**config.mk**
```make
export PLATFORM = sky130hd
export DESIGN_NAME = imc2x2_seq_inv
export DESIGN_NICKNAME = d
export VERILOG_FILES = /design/src/rtl/imc2x2_seq_inv.sv
export SDC_FILE = /design/constraint.sdc
export NUM_CORES = 2
export LEC_CHECK = 0
export CAP_MARGIN = 20
export CORE_UTILIZATION = 55
export DETAILED_ROUTE_END_ITERATION = 10
export PLACE_DENSITY = 0.75
export SETUP_SLACK_MARGIN = 0.3
export SLEW_MARGIN = 20
export SYNTH_ARGS = -nofsm -noshare
export SYNTH_HDL_FRONTEND = slang
export SYNTH_SLANG_ARGS = --single-unit
```
**constraint.sdc**
```tcl
create_clock -name clk -period 14.66 [get_ports clk]
set_input_delay 2.199 -clock clk [delete_from_list [all_inputs] [get_ports clk]]
set_output_delay 2.199 -clock clk [all_outputs]
set_load 0.01 [all_outputs]
```
**src/rtl/imc2x2_seq_inv.sv**
```systemverilog
// imc2x2_seq_inv -- sequential 2x2 matrix inverter, signed Q(WIDTH-FRAC).FRAC.
//
// Flow: MUL (a*d, b*c) -> SUB (det, |det|, singular test) -> DIV (QW-cycle
// restoring divide giving R = floor(2^(4*FRAC)/|det|)) -> SCALE1 (a_out, d_out)
// -> SCALE2 (b_out, c_out) -> DONE. Two shared multipliers scale the adjugate.
//
// Ports:
//   clk, rst_n               clock, synchronous active-low reset
//   start                    request, accepted only while busy=0
//   a_in..d_in               matrix [[a,b],[c,d]], sampled on the accept edge
//   busy                     computation in flight
//   done                     one-cycle pulse, results valid
//   singular                 det == 0 for the last accepted matrix
//   ovf                      one or more outputs saturated
//   a_out..d_out             inverse elements, symmetric saturation
module imc2x2_seq_inv #(
  parameter int WIDTH = 16,
  parameter int FRAC  = 8
) (
  input  logic             clk,
  input  logic             rst_n,
  input  logic             start,
  input  logic [WIDTH-1:0] a_in,
  input  logic [WIDTH-1:0] b_in,
  input  logic [WIDTH-1:0] c_in,
  input  logic [WIDTH-1:0] d_in,
  output logic             busy,
  output logic             done,
  output logic             singular,
  output logic             ovf,
  output logic [WIDTH-1:0] a_out,
  output logic [WIDTH-1:0] b_out,
  output logic [WIDTH-1:0] c_out,
  output logic [WIDTH-1:0] d_out
);
  localparam int QW = 4*FRAC + 1;      // quotient width
  localparam int DW = 2*WIDTH + 1;     // determinant width
  localparam int PW = WIDTH + QW;      // scale product width
  localparam int CW = $clog2(QW + 1);
  localparam logic [CW-1:0]    CNT_LAST = CW'(QW - 1);
  localparam logic [WIDTH-1:0] MAXP     = {1'b0, {(WIDTH-1){1'b1}}};

  typedef enum logic [2:0] {
    S_IDLE, S_MUL, S_SUB, S_DIV, S_SCALE1, S_SCALE2, S_DONE
  } state_t;

  state_t state, nxt;

  logic signed [WIDTH-1:0]   a_r, b_r, c_r, d_r;
  logic signed [2*WIDTH-1:0] p1, p2;
  logic                      sgn;
  logic [DW-1:0]             adet, rem;
  logic [QW-1:0]             dvd, quo;
  logic [CW-1:0]             cnt;

  // Returns {saturated, value}. Magnitude truncates toward zero; zero is +0.
  function automatic logic [WIDTH:0] fmt(input logic [PW-1:0] prod, input logic neg);
    logic [PW-1:0]    m;
    logic [WIDTH-1:0] v;
    logic             o;
    m = prod >> (2*FRAC);
    o = m > {{(PW-WIDTH){1'b0}}, MAXP};
    v = o ? MAXP : m[WIDTH-1:0];
    if (neg && v != '0) v = -v;
    return {o, v};
  endfunction

  function automatic logic [WIDTH-1:0] absu(input logic [WIDTH-1:0] x);
    // WIDTH unsigned bits: the most negative value maps to 2^(WIDTH-1) exactly
    return x[WIDTH-1] ? -x : x;
  endfunction

  // determinant and magnitude
  logic signed [DW-1:0] det;
  logic [DW-1:0]        det_mag;
  assign det     = {p1[2*WIDTH-1], p1} - {p2[2*WIDTH-1], p2};
  assign det_mag = det[DW-1] ? -det : det;

  // restoring divider step: bring down the next dividend bit
  logic [DW:0]   trial;
  logic          ge;
  logic [DW-1:0] diff;
  assign trial = {rem, dvd[QW-1]};
  assign ge    = trial >= {1'b0, adet};
  assign diff  = trial[DW-1:0] - adet;

  // shared scale multipliers
  logic [WIDTH-1:0] x0, x1;
  logic             neg0, neg1;
  logic [PW-1:0]    prod0, prod1;
  logic [WIDTH:0]   f0, f1;
  always_comb begin
    if (state == S_SCALE1) begin
      x0   = d_r;                       // -> a_out
      x1   = a_r;                       // -> d_out
      neg0 = d_r[WIDTH-1] ^ sgn;
      neg1 = a_r[WIDTH-1] ^ sgn;
    end else begin
      x0   = b_r;                       // -> b_out (negated)
      x1   = c_r;                       // -> c_out (negated)
      neg0 = ~b_r[WIDTH-1] ^ sgn;
      neg1 = ~c_r[WIDTH-1] ^ sgn;
    end
  end
  assign prod0 = {{QW{1'b0}}, absu(x0)} * {{WIDTH{1'b0}}, quo};
  assign prod1 = {{QW{1'b0}}, absu(x1)} * {{WIDTH{1'b0}}, quo};
  assign f0    = fmt(prod0, neg0);
  assign f1    = fmt(prod1, neg1);

  // FSM
  always_ff @(posedge clk) begin
    if (!rst_n) state <= S_IDLE;
    else        state <= nxt;
  end

  always_comb begin
    nxt  = state;
    busy = 1'b1;
    done = 1'b0;
    case (state)
      S_IDLE:   begin busy = 1'b0; if (start) nxt = S_MUL; end
      S_DONE:   begin busy = 1'b0; done = 1'b1; nxt = start ? S_MUL : S_IDLE; end
      S_MUL:    nxt = S_SUB;
      S_SUB:    nxt = (det_mag == '0) ? S_DONE : S_DIV;
      S_DIV:    if (cnt == CNT_LAST) nxt = S_SCALE1;
      S_SCALE1: nxt = S_SCALE2;
      S_SCALE2: nxt = S_DONE;
      default:  begin busy = 1'b0; nxt = S_IDLE; end
    endcase
  end

  // datapath
  always_ff @(posedge clk) begin
    if (!rst_n) begin
      a_r <= '0; b_r <= '0; c_r <= '0; d_r <= '0;
      p1 <= '0; p2 <= '0; sgn <= 1'b0; adet <= '0;
      rem <= '0; dvd <= '0; quo <= '0; cnt <= '0;
      singular <= 1'b0; ovf <= 1'b0;
      a_out <= '0; b_out <= '0; c_out <= '0; d_out <= '0;
    end else begin
      case (state)
        S_IDLE, S_DONE: begin
          if (start) begin
            a_r <= a_in; b_r <= b_in; c_r <= c_in; d_r <= d_in;
            ovf <= 1'b0;
          end
        end
        S_MUL: begin
          p1 <= a_r * d_r;
          p2 <= b_r * c_r;
        end
        S_SUB: begin
          sgn  <= det[DW-1];
          adet <= det_mag;
          rem  <= '0;
          dvd  <= {1'b1, {(QW-1){1'b0}}};  // 2^(4*FRAC)
          quo  <= '0;
          cnt  <= '0;
          if (det_mag == '0) begin
            singular <= 1'b1;
            ovf      <= 1'b0;
            a_out <= '0; b_out <= '0; c_out <= '0; d_out <= '0;
          end else begin
            singular <= 1'b0;
          end
        end
        S_DIV: begin
          rem <= ge ? diff : trial[DW-1:0];
          quo <= {quo[QW-2:0], ge};
          dvd <= dvd << 1;
          cnt <= cnt + 1'b1;
        end
        S_SCALE1: begin
          a_out <= f0[WIDTH-1:0];
          d_out <= f1[WIDTH-1:0];
          ovf   <= ovf | f0[WIDTH] | f1[WIDTH];
        end
        S_SCALE2: begin
          b_out <= f0[WIDTH-1:0];
          c_out <= f1[WIDTH-1:0];
          ovf   <= ovf | f0[WIDTH] | f1[WIDTH];
        end
        default: ;
      endcase
    end
  end
endmodule

```
---- Yosys cells after proc, flatten, opt, wreduce, memory -nomap -nowiden ----
Index checks and enable logic that the tools add are counted.
cells by class
  $mul .................................... 4
  equality and inequality tests ........... 11
  order comparisons ....................... 3
  $add $sub $neg .......................... 8
  reductions and logical operators ........ 18
  bitwise gates (word level) .............. 8
  muxes and demuxes ....................... 32
operator list
  kind                                                                    count
  33-bit one-hot mux with 2 select lines                                  3
  16-bit 2-to-1 mux                                                       9
  16-bit one-hot mux with 2 select lines                                  4
  16-bit by 33-bit multiplier with 49-bit output                          2
  33-bit by 15-bit > comparator with 1-bit output, second input constant  2
  33-bit 2-to-1 mux                                                       2
  16-bit by 16-bit multiplier with 32-bit output                          2
  16-bit negator                                                          4
  34-bit by 33-bit greater-or-equal comparator with 1-bit output          1
  33-bit logical NOT                                                      1
  33-bit negator                                                          1
  32-bit by 32-bit subtractor with 33-bit output                          1
  33-bit subtractor                                                       1
  16-bit nonzero test                                                     2
  3-bit one-hot mux with 7 select lines                                   1
  6-bit one-hot mux with 2 select lines                                   1
  3-bit == test, second input constant                                    3
  3-bit 2-to-1 mux                                                        3
  1-bit 2-to-1 mux                                                        8
  2-bit inequality test, second input constant                            4
  2-bit AND reduction                                                     4
  6-bit by 1-bit adder with 6-bit output, second input constant           1
  3-bit by 2-bit == test with 1-bit output, second input constant         2
  6-bit == test, second input constant                                    1
  12 further kinds                                                        21
storage, ports and cells
  bits of input ports ..................... 67
  flip-flop bits (word level) ............. 336
  output and inout bits ................... 68
  logic and storage cells ................. 103

---- Depth between registers and ports, before layout ----
  depth in word-level cells ............... 11
  depth in mapped cells ................... 50
  depth with buffers taken out ............ 45

---- Least setup slack after synthesis ----
Ideal clock, no wire load.
  path kind ............................... register -> register
  start ................................... register state[2]
  end ..................................... register c_out[3]
  period minus slack after synthesis ...... 11.677 ns
  data arrival time ....................... 11.560 ns
  slack ................................... 2.983 ns
  library setup time ...................... 0.117 ns
  buffers on the path ..................... 6
  stages on the path, launching flop included .. 46
  data required time ...................... 14.543 ns
  cell sequence ........................... dfxtp_1 -> buf_2 -> or3b_1 -> buf_2 -> buf_1 -> clkbuf_1 -> mux2i_1 -> and4_1 -> nor2_1 -> xnor2_1 -> clkbuf_1 -> nand2_1 -> fa_1 -> inv_1 -> fa_1 -> fa_1 -> fa_1 -> fa_1 -> [10 not listed] -> or4_1 -> a2111oi_0 -> o2111ai_1 -> nor4b_1 -> nand3_1 -> nor4_1 -> nand3_1 -> nor2_1 -> ha_1 -> o221ai_1 -> or3_1 -> nor4b_1 -> and4_1 -> a21oi_2 -> o21a_1 -> nor3b_1 -> a21oi_1 -> a32o_1
on the way
  longest elaborated chain between the ends .. 11
  elaborated cells between the ends (all ways) .. 18
  those cells by class .................... add/sub: 2; mul: 1; order compare: 1; eq/ne: 4; mux: 6; reduce/logical: 4
ends and longest elaborated chain
  what                                                                                                     RTL line  text
  from (decl)                                                                                              47        state_t state, nxt;
  from (signal assigned)                                                                                   113       else state <= nxt;
  parallel branches: the longest is 11 deep, another holds 16-bit by 33-bit multiplier with 49-bit output  --
  to (signal assigned)                                                                                     180       c_out <= f1[WIDTH-1:0];
  to (decl)                                                                                                33        output logic [WIDTH-1:0] c_out,
Several ways; the timed one is not identified.
A chain may end at the register's enable or synchronous reset.

---- Worst setup path in the final report ----
  start ................................... register state[1]
  end ..................................... register c_out[3]
Same word-level chain as after synthesis.

==> out/qor.yml <==
end_kind: "flop"
drt_wl_total_mm: 198.8
clk_path_buf_depth: 3
synth_seq_cells: 304
comb_power_share_pct: 60.6
yosysWarnings: 0
drive_gt1_share_pct: 4.195
antenna_left: 0
timing.setup.tns_ns: 0
fin_nets: 10200
rrSetupSlack_ns: 1.12
cellPowerDensity_nw_per_um2: 64.32
cts.htree.levels: 2
fmax_mhz: 73.86
synth_edf_count: 0
grt_pass1_vias: 59810
p_int_mw: 2.455
finalClockSkew_ns: 0.05536
grt_usage_pct: 31.22
drv_cap: 0
crit_path_max_fanout: 38
drv_slew: 0
outcome: "complete, no violations"
p_sw_mw: 2.343
worst_path_max_delay_cell: "xnor2_2"
holdCritPathClass: "flop to flop"
row_count: 130
dp_hpwl_mm: 152.2
syn_inst: 8433
grt_pass1_wl_mm: 322.0
ys_seq_area_share_pct: 8.655
switching_share_pct: 48.84
synth.most_common_cell: "inv_1"
worst_r2r_startpoint: "state[1]"
io_buffers: 134
post-route-util_pct: 59.10
hold_viol: 0
synth_common_cells: "1695 x inv_1, 1536 x nand2_1, 1388 x fa_1"
r2r_end: "c_out[3]"
ctsHoldBuffers: 0
vias: 57380
numCtsBuffers: 37
initialDrtViolationCount: 4697
area_delta_synth_final_pct: 6.082
leakage_nw: 35.27
startpoint_type: "flop"
critPathArrivalTime_ns: 13.99
postSynthAreaPerCell_um2: 8.339
drc: 0
syn_area_um2: 70320
criticalPathCategory: "flop to flop"
fillers: 11130
die_area_um2: 129300
core_area_um2: 126200
min_path_cells: 2
worst_pin_slew_ns: 1.203
crit_required_ns: 15.11
timing.final.ws_setup_ns: 1.121
via_per_inst: 5.768
clk_pin_slew_ns: 0.06
place_ws_ns: 1.245
fin_cells: 9947
synth_fp_nets: 10360
cp_common_cell: "fa_1"
initial_core_util_pct: 55.71
ys_types: 111
grt_max_degree: 80
period_needed_ns: 13.54
cpPeakStageDelay_ns: 0.90
yosys.area.top_type: "fa_1"
min_to: "a_r[12]"
gp_congestion: 0.9666
cts_tree: "built"
worstRegToRegCells: 42
dp.cells: 9879
setup_violations: 0
rsz0062_at_grt: "false"
pwr-share-seq_pct: 19.6
post-route-period-util_pct: 92.35
gr-total-overflow: 0
ir_drop_mv: 0.1040
dr.pass1.iters: 6
clock_power_share_pct: 19.8
synth_top_area_share_pct: 39.52
critPathTopFamily: "simple AND/OR/NAND/NOR gates"
synth_flop_cell: "dfxtp_1"
synth_area_leaders: "fa_1 40%, inv_1 9.0%, dfxtp_1 8.7%"
clock-root-buffer: "clkbuf_16"
die_w_um: 359.6
hold_path.startpoint: "a_r[12]"
insertion_delay_ns: 0.60
antenna_found_initial: 6
die_h_um: 359.6
async_flop_share_pct: 0
wl_per_cell_um: 19.99
ios: 135
clock_sinks: 304
critical_path_buf_inv_count: 4
slew_headroom_pct: 19.48
[layout by cell type (no fill, tap or decap), types with 83 or more instances in the layout]
cell,Yosys,layout
ha_1,471,471
nor3_1,84,83
nor2_1,246,243
o21ai_0,165,163
fa_1,1388,1388
inv_1,1695,1695
nand3_1,120,120
buf_4,2,139
xnor2_1,149,134
a21o_1,100,100
a21oi_1,348,348
clkdlybuf4s50_1,0,134
dfxtp_1,304,283
and2_1,519,519
nand2_1,1536,1535
[worst min-delay path, stage by stage (launching register included)]
cell	delay, ns
dfxtp_1	0.30
nand2_1	0.05
a21oi_1	0.05
[through the flow]
step | hold slack (ns) | instance area (um2) | total power, mW
after floorplan | 0.4319 | 70320 | 3.053
after global placement | 0.4409 | 73290 | 3.743
after detailed placement | 0.4455 | 73290 | 3.801
after CTS | 0.4515 | 74500 | 4.759
after global routing | 0.4725 | 74590 | 5.117
final | 0.4533 | 74600 | 4.798
[layout make-up]
cell class	count	area, um2	share of cell area, %
inverters	1697	6375	8.546
multi-input cells	5959	56450	75.68
repair buffers	273	2385	3.197
well taps	1650	2064	2.768
clock inverters	18	197.7	0.2650
diodes	1	2.502	0.003355
flip-flops and latches	304	6112	8.194
clock buffers	45	1006	1.349
[sequential cells by signal (all words and copies together) (netlist names)]
register	cells
p1	32
rem	33
ovf	1
state	3
c_r	16
singular	1
quo	33
p2	32
b_r	16
sgn	1
adet	33
cnt	6
d_out	16
a_out	16
a_r	16
d_r	16
c_out	16
b_out	16
dvd	1
[layer usage]
layer  vias up  global-route usage, %  part of all wire, %
li1      25410                      -                    -
met1     28770                  41.73                   39
met2      2664                  49.57                   46
met3       537                  5.863                   10
met4         4                  13.73                  5.0
met5         -                      0                0.013
[cell families (layout without fill, tap and decap cells)]
group,after synthesis,in the layout,share of synthesized area [%]
flops,304,304,8.655
simple gates,2789,2789,18.40
other cells,0,1,0
xor+xnor,222,225,2.813
fa+ha+maj,1859,1859,47.90
mux,89,89,1.295
compound gates,997,997,9.304
buf+inv,2173,2033,11.64
[power groups by stage]
stage	clock network, mW	logic (mW)	registers, mW
after global placement	0	2.79	0.955
after detailed placement	0	2.84	0.958
final	0.950	2.91	0.942
after CTS	0.963	2.86	0.940
after floorplan	0	2.13	0.922
after global routing	0.992	3.18	0.948
[how the worst max path moves through the flow]
stage | slack [ns] | start | endpoint | cells past startpoint
final | 1.12 | state[1] | c_out[3] | 42
after floorplan | 2.98 | state[2] | c_out[3] | 45
after CTS | 1.13 | state[1] | d_out[3] | 44
after global placement | 1.65 | state[2] | d_out[3] | 42
after global routing | 0.42 | state[1] | c_out[3] | 42
after detailed placement | 1.25 | state[1] | d_out[3] | 42
[timing repair]
action / 4_1_cts / 5_1_grt
setup buffers: 0 / 1
gates resized for setup: 0 / 7
setup endpoints to repair: 0 / 20
No activity file was read; power rests on OpenSTA's default activity.
